**config.mk**
```make
export PLATFORM = sky130hd
export DESIGN_NAME = ddram_avl_bridge_flat
export DESIGN_NICKNAME = d
export VERILOG_FILES = /design/src/rtl/ddram_pkg.sv /design/src/rtl/ddram_avl_bridge_if.sv /design/src/rtl/ddram_bridge_wdog.sv /design/src/rtl/ddram_avl_bridge.sv /design/src/flat_wrapper.sv
export SDC_FILE = /design/constraint.sdc
export NUM_CORES = 1
export LEC_CHECK = 0
export ABC_CLOCK_PERIOD_IN_PS = 1350
export CORE_AREA = 5 5 152 154
export DETAILED_ROUTE_END_ITERATION = 12
export DIE_AREA = 0 0 157 159
export DONT_BUFFER_PORTS = 1
export PLACE_DENSITY = 0.39
export SLEW_MARGIN = 20
export SYNTH_ARGS = -nofsm -noshare
export SYNTH_HDL_FRONTEND = slang
export SYNTH_SLANG_ARGS = --single-unit
```
**constraint.sdc**
```tcl
create_clock -name clk -period 1.35 [get_ports clk]
set_input_delay 0.2025 -clock clk [delete_from_list [all_inputs] [get_ports clk]]
set_output_delay 0.2025 -clock clk [all_outputs]
set_load 0.005 [all_outputs]
```
**src/rtl/ddram_pkg.sv**
```systemverilog
// ddram_pkg: shared widths, FSM state type and helpers for the DDRAM Avalon bridge.
// Optional feature macro used by this codebase slice: DDRAM_BRIDGE_WDOG_EN.
package ddram_pkg;

    localparam int DDR_ADDR_W  = 29;
    localparam int DDR_DATA_W  = 64;
    localparam int DDR_BE_W    = 8;
    localparam int DDR_BURST_W = 8;

    typedef enum logic [1:0] {
        IDLE    = 2'd0,
        RD_CMD  = 2'd1,
        RD_DATA = 2'd2,
        WR_CMD  = 2'd3
    } ddr_bridge_state_t;

    // A zero-length burst is meaningless on Avalon; treat it as a single word.
    function automatic logic [DDR_BURST_W-1:0] burst_coerce(input logic [DDR_BURST_W-1:0] b);
        return (b == '0) ? DDR_BURST_W'(1) : b;
    endfunction

endpackage

```
**src/rtl/ddram_avl_bridge_if.sv**
```systemverilog
// ddram_avl_bridge_if: arbiter-side dc_* request bus plus the MiSTer DDRAM Avalon pins.
// Handshakes: dc_rd_req / dc_wr_req are level requests held by the requestor until the
// matching dc_*_ack pulse; the ack is the cycle the Avalon command is taken
// (command asserted and DDRAM_BUSY low). dc_rd_data_valid pulses once per read word
// and has no back-pressure. DDRAM_RD / DDRAM_WE with address/data stay stable while
// DDRAM_BUSY (waitrequest) is high.
// The slave modport is the bridge view; master is the arbiter + memory view.
interface ddram_avl_bridge_if;
    import ddram_pkg::*;

    // arbiter side
    logic [DDR_ADDR_W-1:0]  dc_rd_addr;
    logic [DDR_BURST_W-1:0] dc_rd_burstcnt;
    logic                   dc_rd_req;
    logic                   dc_rd_ack;
    logic [DDR_DATA_W-1:0]  dc_rd_data;
    logic                   dc_rd_data_valid;
    logic [DDR_ADDR_W-1:0]  dc_wr_addr;
    logic [DDR_BURST_W-1:0] dc_wr_burstcnt;
    logic [DDR_DATA_W-1:0]  dc_wr_data;
    logic [DDR_BE_W-1:0]    dc_wr_be;
    logic                   dc_wr_req;
    logic                   dc_wr_ack;
    logic                   dc_wr_busy;

    // DDRAM Avalon side
    logic                   DDRAM_BUSY;
    logic [DDR_BURST_W-1:0] DDRAM_BURSTCNT;
    logic [DDR_ADDR_W-1:0]  DDRAM_ADDR;
    logic [DDR_DATA_W-1:0]  DDRAM_DOUT;
    logic                   DDRAM_DOUT_READY;
    logic                   DDRAM_RD;
    logic [DDR_DATA_W-1:0]  DDRAM_DIN;
    logic [DDR_BE_W-1:0]    DDRAM_BE;
    logic                   DDRAM_WE;

    modport slave (
        input  dc_rd_addr, dc_rd_burstcnt, dc_rd_req,
        input  dc_wr_addr, dc_wr_burstcnt, dc_wr_data, dc_wr_be, dc_wr_req,
        input  DDRAM_BUSY, DDRAM_DOUT, DDRAM_DOUT_READY,
        output dc_rd_ack, dc_rd_data, dc_rd_data_valid,
        output dc_wr_ack, dc_wr_busy,
        output DDRAM_BURSTCNT, DDRAM_ADDR, DDRAM_RD, DDRAM_DIN, DDRAM_BE, DDRAM_WE
    );

    modport master (
        output dc_rd_addr, dc_rd_burstcnt, dc_rd_req,
        output dc_wr_addr, dc_wr_burstcnt, dc_wr_data, dc_wr_be, dc_wr_req,
        output DDRAM_BUSY, DDRAM_DOUT, DDRAM_DOUT_READY,
        input  dc_rd_ack, dc_rd_data, dc_rd_data_valid,
        input  dc_wr_ack, dc_wr_busy,
        input  DDRAM_BURSTCNT, DDRAM_ADDR, DDRAM_RD, DDRAM_DIN, DDRAM_BE, DDRAM_WE
    );

endinterface

```
**src/rtl/ddram_bridge_wdog.sv**
```systemverilog
// ddram_bridge_wdog: read-data watchdog for the DDRAM bridge (used under DDRAM_BRIDGE_WDOG_EN).
// Counts cycles spent waiting in RD_DATA without a returned word; the timeout pulse
// lands in the WDOG_CYCLES-th consecutive silent cycle and sets a sticky error.
module ddram_bridge_wdog #(
    parameter int unsigned WDOG_CYCLES = 4095
) (
    input  logic clk,
    input  logic reset,
    input  logic in_rd_data,
    input  logic rd_entry,
    input  logic dout_ready,
    output logic timeout,
    output logic err
);

    logic [15:0] count;

    assign timeout = in_rd_data && !dout_ready && (count == 16'(WDOG_CYCLES - 1));

    // Silence counter: cleared on entry, on each returned word and outside RD_DATA.
    always_ff @(posedge clk) begin
        if (reset) begin
            count <= '0;
        end else if (rd_entry || dout_ready || !in_rd_data) begin
            count <= '0;
        end else begin
            count <= count + 16'd1;
        end
    end

    // Sticky error flag, only reset clears it.
    always_ff @(posedge clk) begin
        if (reset) begin
            err <= 1'b0;
        end else if (timeout) begin
            err <= 1'b1;
        end
    end

endmodule

```
**src/rtl/ddram_avl_bridge.sv**
```systemverilog
// ddram_avl_bridge: turns dc_* read/write requests into single Avalon-MM bursts on
// the MiSTer DDRAM port, one transaction in flight. Reads win over writes.
// Optional watchdog on read data: define DDRAM_BRIDGE_WDOG_EN.
module ddram_avl_bridge
    import ddram_pkg::*;
#(
    parameter int unsigned WDOG_CYCLES = 4095
) (
    input  logic              clk,
    input  logic              reset,
    ddram_avl_bridge_if.slave bus,
    output logic              err,
    output ddr_bridge_state_t state_dbg
);

    ddr_bridge_state_t      state;
    logic [DDR_BURST_W-1:0] remain;
    logic                   ddram_rd_q;
    logic                   ddram_we_q;
    logic [DDR_ADDR_W-1:0]  ddram_addr_q;
    logic [DDR_DATA_W-1:0]  ddram_din_q;
    logic [DDR_BE_W-1:0]    ddram_be_q;
    logic [DDR_BURST_W-1:0] ddram_burstcnt_q;

    logic rd_cmd_taken;
    logic wr_cmd_taken;
    logic wdog_timeout;

    assign rd_cmd_taken = (state == RD_CMD) && !bus.DDRAM_BUSY;
    assign wr_cmd_taken = (state == WR_CMD) && !bus.DDRAM_BUSY;

    // Acks are combinational so the requestor sees them in the command-accept cycle.
    assign bus.dc_rd_ack        = rd_cmd_taken;
    assign bus.dc_wr_ack        = wr_cmd_taken;
    assign bus.dc_rd_data       = bus.DDRAM_DOUT;
    assign bus.dc_rd_data_valid = bus.DDRAM_DOUT_READY && (state == RD_DATA);
    assign bus.dc_wr_busy       = (state != IDLE);

    assign bus.DDRAM_RD       = ddram_rd_q;
    assign bus.DDRAM_WE       = ddram_we_q;
    assign bus.DDRAM_ADDR     = ddram_addr_q;
    assign bus.DDRAM_DIN      = ddram_din_q;
    assign bus.DDRAM_BE       = ddram_be_q;
    assign bus.DDRAM_BURSTCNT = ddram_burstcnt_q;

    assign state_dbg = state;

    // Writes are always single-word, so the requested write burst length is dropped.
    logic unused_wr_burstcnt;
    assign unused_wr_burstcnt = ^bus.dc_wr_burstcnt;

`ifdef DDRAM_BRIDGE_WDOG_EN
    ddram_bridge_wdog #(
        .WDOG_CYCLES (WDOG_CYCLES)
    ) u_wdog (
        .clk        (clk),
        .reset      (reset),
        .in_rd_data (state == RD_DATA),
        .rd_entry   (rd_cmd_taken),
        .dout_ready (bus.DDRAM_DOUT_READY),
        .timeout    (wdog_timeout),
        .err        (err)
    );
`else
    // Without the watchdog RD_DATA waits forever and no error can be raised.
    // The limit stays a parameter so both builds share one instantiation.
    logic [15:0] unused_wdog_cycles;
    assign unused_wdog_cycles = 16'(WDOG_CYCLES);
    assign wdog_timeout       = 1'b0;
    assign err                = 1'b0;
`endif

    // Main FSM: latches the request, drives the Avalon command and tracks the burst.
    always_ff @(posedge clk) begin
        if (reset) begin
            state            <= IDLE;
            remain           <= '0;
            ddram_rd_q       <= 1'b0;
            ddram_we_q       <= 1'b0;
            ddram_addr_q     <= '0;
            ddram_din_q      <= '0;
            ddram_be_q       <= '0;
            ddram_burstcnt_q <= DDR_BURST_W'(1);
        end else begin
            case (state)
                IDLE: begin
                    if (bus.dc_rd_req) begin
                        ddram_addr_q     <= bus.dc_rd_addr;
                        ddram_burstcnt_q <= burst_coerce(bus.dc_rd_burstcnt);
                        remain           <= burst_coerce(bus.dc_rd_burstcnt);
                        ddram_rd_q       <= 1'b1;
                        state            <= RD_CMD;
                    end else if (bus.dc_wr_req) begin
                        ddram_addr_q     <= bus.dc_wr_addr;
                        ddram_din_q      <= bus.dc_wr_data;
                        ddram_be_q       <= bus.dc_wr_be;
                        ddram_burstcnt_q <= DDR_BURST_W'(1);
                        ddram_we_q       <= 1'b1;
                        state            <= WR_CMD;
                    end
                end
                RD_CMD: begin
                    if (!bus.DDRAM_BUSY) begin
                        ddram_rd_q <= 1'b0;
                        state      <= RD_DATA;
                    end
                end
                RD_DATA: begin
                    if (wdog_timeout) begin
                        // Abandon the burst; missing words are not fabricated.
                        state <= IDLE;
                    end else if (bus.DDRAM_DOUT_READY) begin
                        remain <= remain - DDR_BURST_W'(1);
                        if (remain == DDR_BURST_W'(1)) begin
                            state <= IDLE;
                        end
                    end
                end
                WR_CMD: begin
                    if (!bus.DDRAM_BUSY) begin
                        ddram_we_q <= 1'b0;
                        state      <= IDLE;
                    end
                end
                default: state <= IDLE;
            endcase
        end
    end

endmodule

```
**src/flat_wrapper.sv**
```systemverilog
// flat-port wrapper written by rule: the top's interface ports become plain ports
module ddram_avl_bridge_flat import ddram_pkg::*;
#(
    parameter int unsigned WDOG_CYCLES = 4095
)
  (clk, reset, err, state_dbg, bus_dc_rd_addr, bus_dc_rd_burstcnt, bus_dc_rd_req, bus_dc_wr_addr, bus_dc_wr_burstcnt, bus_dc_wr_data, bus_dc_wr_be, bus_dc_wr_req, bus_DDRAM_BUSY, bus_DDRAM_DOUT, bus_DDRAM_DOUT_READY, bus_dc_rd_ack, bus_dc_rd_data, bus_dc_rd_data_valid, bus_dc_wr_ack, bus_dc_wr_busy, bus_DDRAM_BURSTCNT, bus_DDRAM_ADDR, bus_DDRAM_RD, bus_DDRAM_DIN, bus_DDRAM_BE, bus_DDRAM_WE);
  ddram_avl_bridge_if bus_i ();
  input  logic clk;
  input  logic reset;
  output logic err;
  output ddr_bridge_state_t state_dbg;
  input wire logic [$bits(bus_i.dc_rd_addr)-1:0] bus_dc_rd_addr;
  input wire logic [$bits(bus_i.dc_rd_burstcnt)-1:0] bus_dc_rd_burstcnt;
  input wire logic [$bits(bus_i.dc_rd_req)-1:0] bus_dc_rd_req;
  input wire logic [$bits(bus_i.dc_wr_addr)-1:0] bus_dc_wr_addr;
  input wire logic [$bits(bus_i.dc_wr_burstcnt)-1:0] bus_dc_wr_burstcnt;
  input wire logic [$bits(bus_i.dc_wr_data)-1:0] bus_dc_wr_data;
  input wire logic [$bits(bus_i.dc_wr_be)-1:0] bus_dc_wr_be;
  input wire logic [$bits(bus_i.dc_wr_req)-1:0] bus_dc_wr_req;
  input wire logic [$bits(bus_i.DDRAM_BUSY)-1:0] bus_DDRAM_BUSY;
  input wire logic [$bits(bus_i.DDRAM_DOUT)-1:0] bus_DDRAM_DOUT;
  input wire logic [$bits(bus_i.DDRAM_DOUT_READY)-1:0] bus_DDRAM_DOUT_READY;
  output wire logic [$bits(bus_i.dc_rd_ack)-1:0] bus_dc_rd_ack;
  output wire logic [$bits(bus_i.dc_rd_data)-1:0] bus_dc_rd_data;
  output wire logic [$bits(bus_i.dc_rd_data_valid)-1:0] bus_dc_rd_data_valid;
  output wire logic [$bits(bus_i.dc_wr_ack)-1:0] bus_dc_wr_ack;
  output wire logic [$bits(bus_i.dc_wr_busy)-1:0] bus_dc_wr_busy;
  output wire logic [$bits(bus_i.DDRAM_BURSTCNT)-1:0] bus_DDRAM_BURSTCNT;
  output wire logic [$bits(bus_i.DDRAM_ADDR)-1:0] bus_DDRAM_ADDR;
  output wire logic [$bits(bus_i.DDRAM_RD)-1:0] bus_DDRAM_RD;
  output wire logic [$bits(bus_i.DDRAM_DIN)-1:0] bus_DDRAM_DIN;
  output wire logic [$bits(bus_i.DDRAM_BE)-1:0] bus_DDRAM_BE;
  output wire logic [$bits(bus_i.DDRAM_WE)-1:0] bus_DDRAM_WE;
  assign bus_i.dc_rd_addr = bus_dc_rd_addr;
  assign bus_i.dc_rd_burstcnt = bus_dc_rd_burstcnt;
  assign bus_i.dc_rd_req = bus_dc_rd_req;
  assign bus_i.dc_wr_addr = bus_dc_wr_addr;
  assign bus_i.dc_wr_burstcnt = bus_dc_wr_burstcnt;
  assign bus_i.dc_wr_data = bus_dc_wr_data;
  assign bus_i.dc_wr_be = bus_dc_wr_be;
  assign bus_i.dc_wr_req = bus_dc_wr_req;
  assign bus_i.DDRAM_BUSY = bus_DDRAM_BUSY;
  assign bus_i.DDRAM_DOUT = bus_DDRAM_DOUT;
  assign bus_i.DDRAM_DOUT_READY = bus_DDRAM_DOUT_READY;
  assign bus_dc_rd_ack = bus_i.dc_rd_ack;
  assign bus_dc_rd_data = bus_i.dc_rd_data;
  assign bus_dc_rd_data_valid = bus_i.dc_rd_data_valid;
  assign bus_dc_wr_ack = bus_i.dc_wr_ack;
  assign bus_dc_wr_busy = bus_i.dc_wr_busy;
  assign bus_DDRAM_BURSTCNT = bus_i.DDRAM_BURSTCNT;
  assign bus_DDRAM_ADDR = bus_i.DDRAM_ADDR;
  assign bus_DDRAM_RD = bus_i.DDRAM_RD;
  assign bus_DDRAM_DIN = bus_i.DDRAM_DIN;
  assign bus_DDRAM_BE = bus_i.DDRAM_BE;
  assign bus_DDRAM_WE = bus_i.DDRAM_WE;
  ddram_avl_bridge #(.WDOG_CYCLES(WDOG_CYCLES)) u_core (.clk(clk), .reset(reset), .bus(bus_i), .err(err), .state_dbg(state_dbg));
endmodule
```
* Word level (Yosys, flattened, before mapping) *
Cells that the tools add are included.

storage, ports and cells
  register bits after elaboration = 121
  bits in latches = 0
  bits in writable memories = 0
  bits in read-only memories = 0
  bits of input ports = 216
  logic and storage cells = 60
  memories kept = 0

cells by class
  add/sub/neg operators = 1
  multipliers = 0
  div/mod/pow operators = 0
  magnitude comparators = 0
  eq/ne operators = 12
  shift-type cells = 0
  muxes and demuxes = 21
  bitwise gates (word level) = 1
  reductions and logical operators = 17

operators with widths
  kind                                                                    count
  29-bit 2-to-1 mux                                                       2
  8-bit 2-to-1 mux                                                        5
  8-bit one-hot mux with 2 select lines                                   1
  2-bit != test (second input constant)                                   7
  2-bit 2-to-1 mux                                                        6
  2-bit nonzero test                                                      5
  3-bit AND reduction                                                     3
  8-bit by 1-bit equality test with 1-bit output (second input constant)  1
  8-bit zero test                                                         1
  2-bit one-hot mux with 4 select lines                                   1
  8-bit by 1-bit subtractor with 8-bit output (second input constant)     1
  5-bit AND reduction                                                     1
  2-bit equality test (second input constant)                             2
  1-bit 2-to-1 mux                                                        4
  1-bit one-hot mux with 2 select lines                                   2
  4-bit AND reduction                                                     1
  1-bit logical AND                                                       3
  3-bit != test (second input constant)                                   1
  2-bit by 1-bit equality test with 1-bit output (second input constant)  1
  2-bit zero test                                                         1
  2-bit AND reduction                                                     1
  1-bit zero test                                                         1
  1-bit NOT                                                               1

* Longest topological paths before layout *
Gate-level depths: netlist (run 1).

  depth after elaboration = 4
  gate-level depth with buffers = 7
  gate-level depth less buffers = 5

* Worst setup path before layout (run 1) *
OpenSTA, ideal clock, no wires.

  kind = reg2reg
  from = register u_core.state[1], in the netlist u_core.state_dbg[1]
  to = register u_core.remain[6]
  library setup time = 0.074 ns
  data arrival time = 1.439 ns
  path slack = -0.163 ns
  stages on the path, launching flop included = 6
  path buffers = 1
  period minus slack after synthesis = 1.513 ns
  cells stage by stage = dfxtp_1 mux2i_1 or2_1 buf_6 or4_1 a31oi_1

on the way
  word-level cells in the longest chain between the ends = 3

RTL lines
  what                                                                         line                     text
  start, declared                                                              ddram_avl_bridge.sv:16   ddr_bridge_state_t state;
  start signal, assigned                                                       ddram_avl_bridge.sv:76   state <= IDLE;
  start signal, assigned                                                       ddram_avl_bridge.sv:92   state <= RD_CMD;
  start signal, assigned                                                       ddram_avl_bridge.sv:99   state <= WR_CMD;
  2-bit equality test / 2-bit zero test (equally long branches)                ddram_avl_bridge.sv:85   case (state)
  2-bit != test (no source line) / 2-bit nonzero test (equally long branches)  n/a
  3-bit AND reduction (no source line)                                         n/a
  end signal, assigned                                                         ddram_avl_bridge.sv:90   remain <= burst_coerce(bus.dc_rd_burstcnt);
  end signal, assigned                                                         ddram_avl_bridge.sv:113  remain <= remain - DDR_BURST_W'(1);
  end, declared                                                                ddram_avl_bridge.sv:17   logic [DDR_BURST_W-1:0] remain;

Several ways; a longest one is shown, not always the timed one.
A chain may end at the register's enable or synchronous reset.

* Worst setup path in the final report (run 1) *
Same ends and word-level chain as after synthesis.

==> results of run 1 <==
## state kept, by name (all words and copies together), names as in the netlist
name and count:
u_core.bus.DDRAM_DIN 64, u_core.bus.DDRAM_ADDR 29, u_core.bus.DDRAM_BE 8, u_core.bus.DDRAM_BURSTCNT 8, u_core.remain 8, u_core.state_dbg 2
u_core.bus.DDRAM_RD 1, u_core.bus.DDRAM_WE 1
## layer usage
layer,GRT usage,wire (µm),up-vias
li1,-,-,2039
met1,0.1365,6908,2050
met2,0.1995,9107,261
met3,0.05844,1965,41
met4,0.04655,397,0
met5,0,0,-
## layout make-up
cell class,instances,area share
Clock buffer,20,0.06570
Clock inverter,12,0.02540
Inverter,5,0.002760
Multi-Input combinational cell,403,0.3649
Sequential cell,121,0.3570
Tap cell,280,0.05153
Timing Repair Buffer,71,0.1327
## worst max-delay path, cell delays in order, from the launching register on
cell and delay [ns]:
dfxtp_4 0.37, buf_6 0.12, mux2i_2 0.15, or2_4 0.26, or4_4 0.42, a31oi_1 0.17
## cells in the final DEF, fill, tap and decap left out, types with 5 or more instances in the layout
master	n
nand2_1	121
dfxtp_1	119
a21oi_1	70
nor2_1	41
mux2i_1	29
buf_4	28
clkbuf_16	27
nand2_2	25
buf_6	25
a21oi_2	17
a211oi_1	17
a211oi_2	12
a22oi_1	7
nand2_4	6
nand2b_1	5
## synthesized netlist by cell type (4+ instances only)
library cell  number
nand2_1          152
dfxtp_1          121
a21oi_1           87
buf_4             65
nor2_1            46
mux2i_1           31
a211oi_1          29
clkbuf_1          27
buf_2             11
a22oi_1            7
nand2b_1           7
o21ai_0            6
buf_1              5
inv_1              5
nand3_1            4
## how the worst max path moves through the flow
stage                              from                  endpoint  slack, ns  depth (start not counted)
floorplan           u_core.state_dbg[1]          u_core.remain[6]      -0.07                          5
global placement    u_core.state_dbg[1]   u_core.bus.DDRAM_DIN[4]      -0.06                          5
detailed placement  u_core.state_dbg[1]  u_core.bus.DDRAM_DIN[44]       -0.1                          5
CTS                 u_core.state_dbg[0]      bus_dc_rd_data_valid      -0.20                          5
global route        u_core.state_dbg[1]          u_core.remain[6]      -0.24                          5
finish              u_core.state_dbg[1]          u_core.remain[6]      -0.20                          5
## metrics by stage
step	instance area [µm²]	power (W)	hold slack [ns]	TNS (ns)	utilization
2_1_floorplan	5245	0.005200	0.3385	-4.356	-
6_report	6799	0.01101	-0.1522	-10.54	0.3155
3_3_place_gp	5177	0.005406	0.2884	-3.605	0.2402
4_1_cts	5978	0.01052	-0.1571	-13.46	0.2774
5_1_grt	6799	0.01153	-0.1735	-16.44	0.3155
3_5_place_dp	5177	0.005442	0.2894	-5.122	0.2402
## power by group through the flow
stage / clock network (W) / logic [W] / registers (W)
floorplan: 0 / 0.00105 / 0.00415
global placement: 0 / 0.00115 / 0.00426
detailed placement: 0 / 0.00119 / 0.00426
CTS: 0.00497 / 0.00137 / 0.00418
global route: 0.00513 / 0.00217 / 0.00424
finish: 0.00483 / 0.00199 / 0.00419
## cells by family after synthesis
kind of cell / after synthesis / synth area share
AND/OR/NAND/NOR: 228 / 0.1785
buffers and inverters: 114 / 0.1328
other: 1 / 0.0007182
adder cells (fa/ha/maj): 2 / 0.004792
multiplexers: 32 / 0.06159
AO/OA/AOI/OAI: 140 / 0.1577
flip-flops: 121 / 0.4639
## what timing repair did
action                     4_1_cts  5_1_grt
gates cloned                     1       19
setup endpoints to repair       99      119
pin swaps                        3       36
resized for setup               28      106
hold endpoints to repair       121      121
setup buffers                    8       12
==> flow_metrics.env, run 1 <==
export IMPL_antenna_found_initial=0
export IMPL_ir_drop_uv=635.6
export IMPL_syn_to_final_growth_pct=30.22
export IMPL_hold_end="u_core.bus.DDRAM_ADDR[27]"
export IMPL_status="finished, violations left"
export IMPL_cts_max_level=4
export IMPL_clkPwrFrac=0.438
export IMPL_r2r_start="u_core.state_dbg[1]"
export IMPL_ant_nets=0
export IMPL_start_util=0.2423
export IMPL_ys_ff_latch=121
export IMPL_synth_top_area_share=0.4639
export IMPL_final_nets=837
export IMPL_synth_edf_count=0
export IMPL_hp_start="reset"
export IMPL_crit_path_end_kind="flip-flop"
export IMPL_max_cap_violations=0
export IMPL_slew_viol_final=0
export IMPL_worstReg2RegEnd="u_core.remain[6]"
export IMPL_hold_viol=119
export IMPL_fin_cells=912
export IMPL_n_fill_cell=2225
export IMPL_syn_area_um2=5221
export IMPL_die_w_um=157
export IMPL_core_area_um2=21550
export IMPL_min_path_type="in -> reg"
export IMPL_io_pins=398
export IMPL_drc=0
export IMPL_clockBufferDepth=2
export IMPL_cts_root_buffer="clkbuf_16"
export IMPL_seq_area_frac_synth=0.4639
export IMPL_worst_slack_ns=-0.2044
export IMPL_worstSetupPathType="reg -> reg"
export IMPL_cts_sinks=121
export IMPL_wl_um=18380
export IMPL_die_height_um=159
export IMPL_power_leakage_nw=2.551
export IMPL_seqCellArea_um2=2427
export IMPL_p_seq_frac=0.381
export IMPL_hold_ws_ns=-0.1522
export IMPL_timing_final_crit_share=1.151
export IMPL_yosys_warnings=0
export IMPL_drt_initial_drc_count=209
export IMPL_dp_cells=840
export IMPL_grt_overflow_total=0
export IMPL_synthArstFlopShare=0
export IMPL_switching_share=0.2666
export IMPL_synth_area_leader_cell="dfxtp_1"
export IMPL_vias=4391
export IMPL_wl_per_cell_um=20.15
export IMPL_drive_above_1_share=0.2975
export IMPL_syn_inst=638
export IMPL_drtPass1Iterations=4
export IMPL_p_switching_w=0.002936
export IMPL_die_area_um2=24960
export IMPL_vias_per_cell=4.815
export IMPL_post_dp_hpwl_um=11240
export IMPL_p_comb_frac=0.181
export IMPL_r2r_setup_slack_ns=-0.20
export IMPL_synth_flop_cell="dfxtp_1"
export IMPL_clock_latency_ns=0.42
export IMPL_place_ws_ns=-0.09636
export IMPL_synth_nets=856
export IMPL_grt_pass1_wl_um=23980
export IMPL_fp_row_count=54
export IMPL_powerDensity_nw_per_um2=1620
export IMPL_ys_top_cells_by_area="dfxtp_1, nand2_1, buf_4"
export IMPL_clkTransAtPathRegs_ns=0.06
export IMPL_cts_buffers=17
export IMPL_portBuffers=0
export IMPL_grt_total_usage=0.1218
export IMPL_path_max_fanout=6
export IMPL_ys_types=40
export IMPL_rsz0062_at_grt="true"
export IMPL_first_global_vias=4189
export IMPL_skew_ns=0.01401
export IMPL_violations="hold timing, setup timing"
export IMPL_grt_max_degree=122
export IMPL_diodes=0
export IMPL_reg2reg_depth=5
export IMPL_fmax_mhz=643.3
export IMPL_finalWorstPathRequiredPeriod_ns=1.554
export IMPL_intPower_w=0.008075
export IMPL_multiInputGateArea_um2=2481
export IMPL_avgSynthCellArea_um2=8.184
export IMPL_setup_violations=111
export IMPL_arrival_ns=1.90
export IMPL_startpoint_type="flip-flop"
export IMPL_required_ns=1.69
export IMPL_gp_congestion=0.7846
export IMPL_whs_path_depth=1
export IMPL_cts_tree="done"
Note: power is estimated with default switching activity, not from simulation.
==> run 2, diff against run 1 <==
--- a/config.mk
+++ b/config.mk
@@ -6,11 +6,11 @@
 export NUM_CORES = 1
 export LEC_CHECK = 0
 export ABC_CLOCK_PERIOD_IN_PS = 1350
-export CORE_AREA = 5 5 152 154
+export CORE_MARGIN = 5
+export CORE_UTILIZATION = 25
 export DETAILED_ROUTE_END_ITERATION = 12
-export DIE_AREA = 0 0 157 159
 export DONT_BUFFER_PORTS = 1
-export PLACE_DENSITY = 0.39
+export PLACE_DENSITY = 0.4
 export SLEW_MARGIN = 20
 export SYNTH_ARGS = -nofsm -noshare
 export SYNTH_HDL_FRONTEND = slang
==> run 2 against run 1 <==
The run still ends with hold timing, setup timing left. Routed wire length is 6.9% lower. Cell area increased by 0.88%. Maximum frequency rose by 4.5%. Setup slack better by 0.067 ns. Sequential power about the same. Die area is 4.4% lower. Critical path depth unchanged. Flip-flop and latch count did not move. Global-route usage shrank 0.25 points. First-iteration DRC count decreased by 34%. Power fell by 4.2%.
==> flow_metrics.env, run 2 (synthesis results as in run 1) <==
export IMPL_status="finished, violations left"
export IMPL_violations="hold timing, setup timing"
export IMPL_drt_initial_drc_count=138
export IMPL_grt_busiest_layer="met2"
export IMPL_drtPass1Iterations=4
export IMPL_diodes=0
export IMPL_fp_row_count=52
export IMPL_grt_overflow_total=0
export IMPL_largest_register_ffs=64
export IMPL_crit_top_cell="buf_6"
export IMPL_cts_root_buffer="clkbuf_16"
export IMPL_cts_max_level=4
export IMPL_clockBufferDepth=2
export IMPL_power_leakage_nw=2.494
export IMPL_design_area_um2=6859
export IMPL_slowest_stage="dfxtp_2"
export IMPL_wl_um=17110
export IMPL_wl_per_cell_um=19.03
export IMPL_cts_sinks=121
export IMPL_mostFrequentLayoutCells="nand2_1, dfxtp_1, a21oi_1"
export IMPL_crit_buf_inv=3
export IMPL_crit_path_end_kind="output port"
export IMPL_syn_to_final_growth_pct=31.37
export IMPL_hold_ws_ns=-0.1464
export IMPL_arrival_ns=1.29
export IMPL_cts_tree="done"
export IMPL_place_ws_ns=-0.07404
export IMPL_gp_congestion=0.7881
export IMPL_final_common_cell="nand2_1"
export IMPL_grt_total_usage=0.1193
export IMPL_drc=0
export IMPL_worstSetupPathType="reg -> out"
export IMPL_powerDensity_nw_per_um2=1538
export IMPL_startpoint_type="flip-flop"
export IMPL_crit_family="buffers and inverters"
export IMPL_drive_above_1_share=0.3466
export IMPL_antenna_found_initial=0
export IMPL_portBuffers=0
export IMPL_clkTransAtPathRegs_ns=0.06
export IMPL_fmax_mhz=672.2
export IMPL_grtUsageMet2=0.1990
export IMPL_min_path_type="in -> reg"
export IMPL_worst_slack_ns=-0.1376
export IMPL_grtUsageMet1=0.1192
export IMPL_skew_ns=0.008724
export IMPL_vias=4362
export IMPL_clock_latency_ns=0.41
export IMPL_path_max_fanout=4
export IMPL_io_pins=398
export IMPL_first_global_vias=4198
export IMPL_dpl_cell_area_um2=5228
export IMPL_n_fill_cell=2114
export IMPL_die_w_um=154.5
export IMPL_max_cap_violations=0
export IMPL_vias_per_cell=4.852
export IMPL_multiInputGateArea_um2=2620
export IMPL_die_area_um2=23870
export IMPL_grt_max_degree=122
export IMPL_path_cells="buf_6, nand2b_4, buf_6, nor2_4, buf_6"
export IMPL_cts_buffers=17
export IMPL_rsz0062_at_grt="true"
export IMPL_required_ns=1.15
export IMPL_ant_nets=0
export IMPL_final_nets=834
export IMPL_core_area_um2=20430
export IMPL_seqCellArea_um2=2427
export IMPL_ir_drop_uv=806.0
export IMPL_die_height_um=154.5
export IMPL_start_util=0.2556
export IMPL_max_stage_delay_ns=0.32
export IMPL_post_dp_hpwl_um=10780
export IMPL_fin_cells=899
export IMPL_tns_ns=-1.803
export IMPL_hold_viol=120
export IMPL_setup_violations=58
export IMPL_grt_pass1_wl_um=22650
export IMPL_grt_use_met3=0.07404
export IMPL_dp_cells=835
export IMPL_finalWorstPathRequiredPeriod_ns=1.488
export IMPL_timing_final_crit_share=1.102
export IMPL_slew_viol_final=0
[run 2: final timing paths]
kind	from	end	slack [ns]	depth (start not counted)
setup / recovery	u_core.state_dbg[0]	bus_dc_rd_data_valid	-0.14	5
hold reg to reg	u_core.bus.DDRAM_DIN[17]	u_core.bus.DDRAM_DIN[17]	0.47	2
setup reg to reg	u_core.state_dbg[1]	u_core.remain[5]	-0.08	6
hold / removal	reset	u_core.bus.DDRAM_ADDR[4]	-0.15	1
[run 2: timing repair]
| item | CTS | global route |
|---|---|---|
| endpoints found under the setup margin | 82 | 117 |
| setup buffers | 6 | 12 |
| cloned | 0 | 14 |
| hold endpoints to repair | 121 | 121 |
| pin swaps | 7 | 36 |
| resized for setup | 23 | 138 |
[run 2: per-layer routing]
metal	vias to the layer above	wire (µm)
met4	0	361
met3	43	2026
met2	223	8471
met5	-	0
li1	2027	-
met1	2069	6246
[run 2: per-stage QoR]
| stage | util | power (W) |
|---|---|---|
| after floorplan | - | 0.005200 |
| after global placement | 0.2559 | 0.005437 |
| after detailed placement | 0.2559 | 0.005478 |
| after CTS | 0.2896 | 0.009910 |
| after global routing | 0.3357 | 0.01113 |
| final | 0.3357 | 0.01055 |
[run 2: layout make-up]
class / count / area share
multi-input cells: 403 / 0.3820
clock buffers: 18 / 0.06257
clock inverters: 14 / 0.01824
repair buffers: 68 / 0.1310
well taps: 270 / 0.04925
inverters: 5 / 0.003101
flip-flops and latches: 121 / 0.3539
[run 2: where the power goes]
part | internal [W] | total, W | switching, W
registers | 0.00389 | 0.00420 | 0.000308
clock network | 0.00254 | 0.00425 | 0.00172
logic | 0.00113 | 0.00210 | 0.000968
total | 0.00756 | 0.0105 | 0.00299
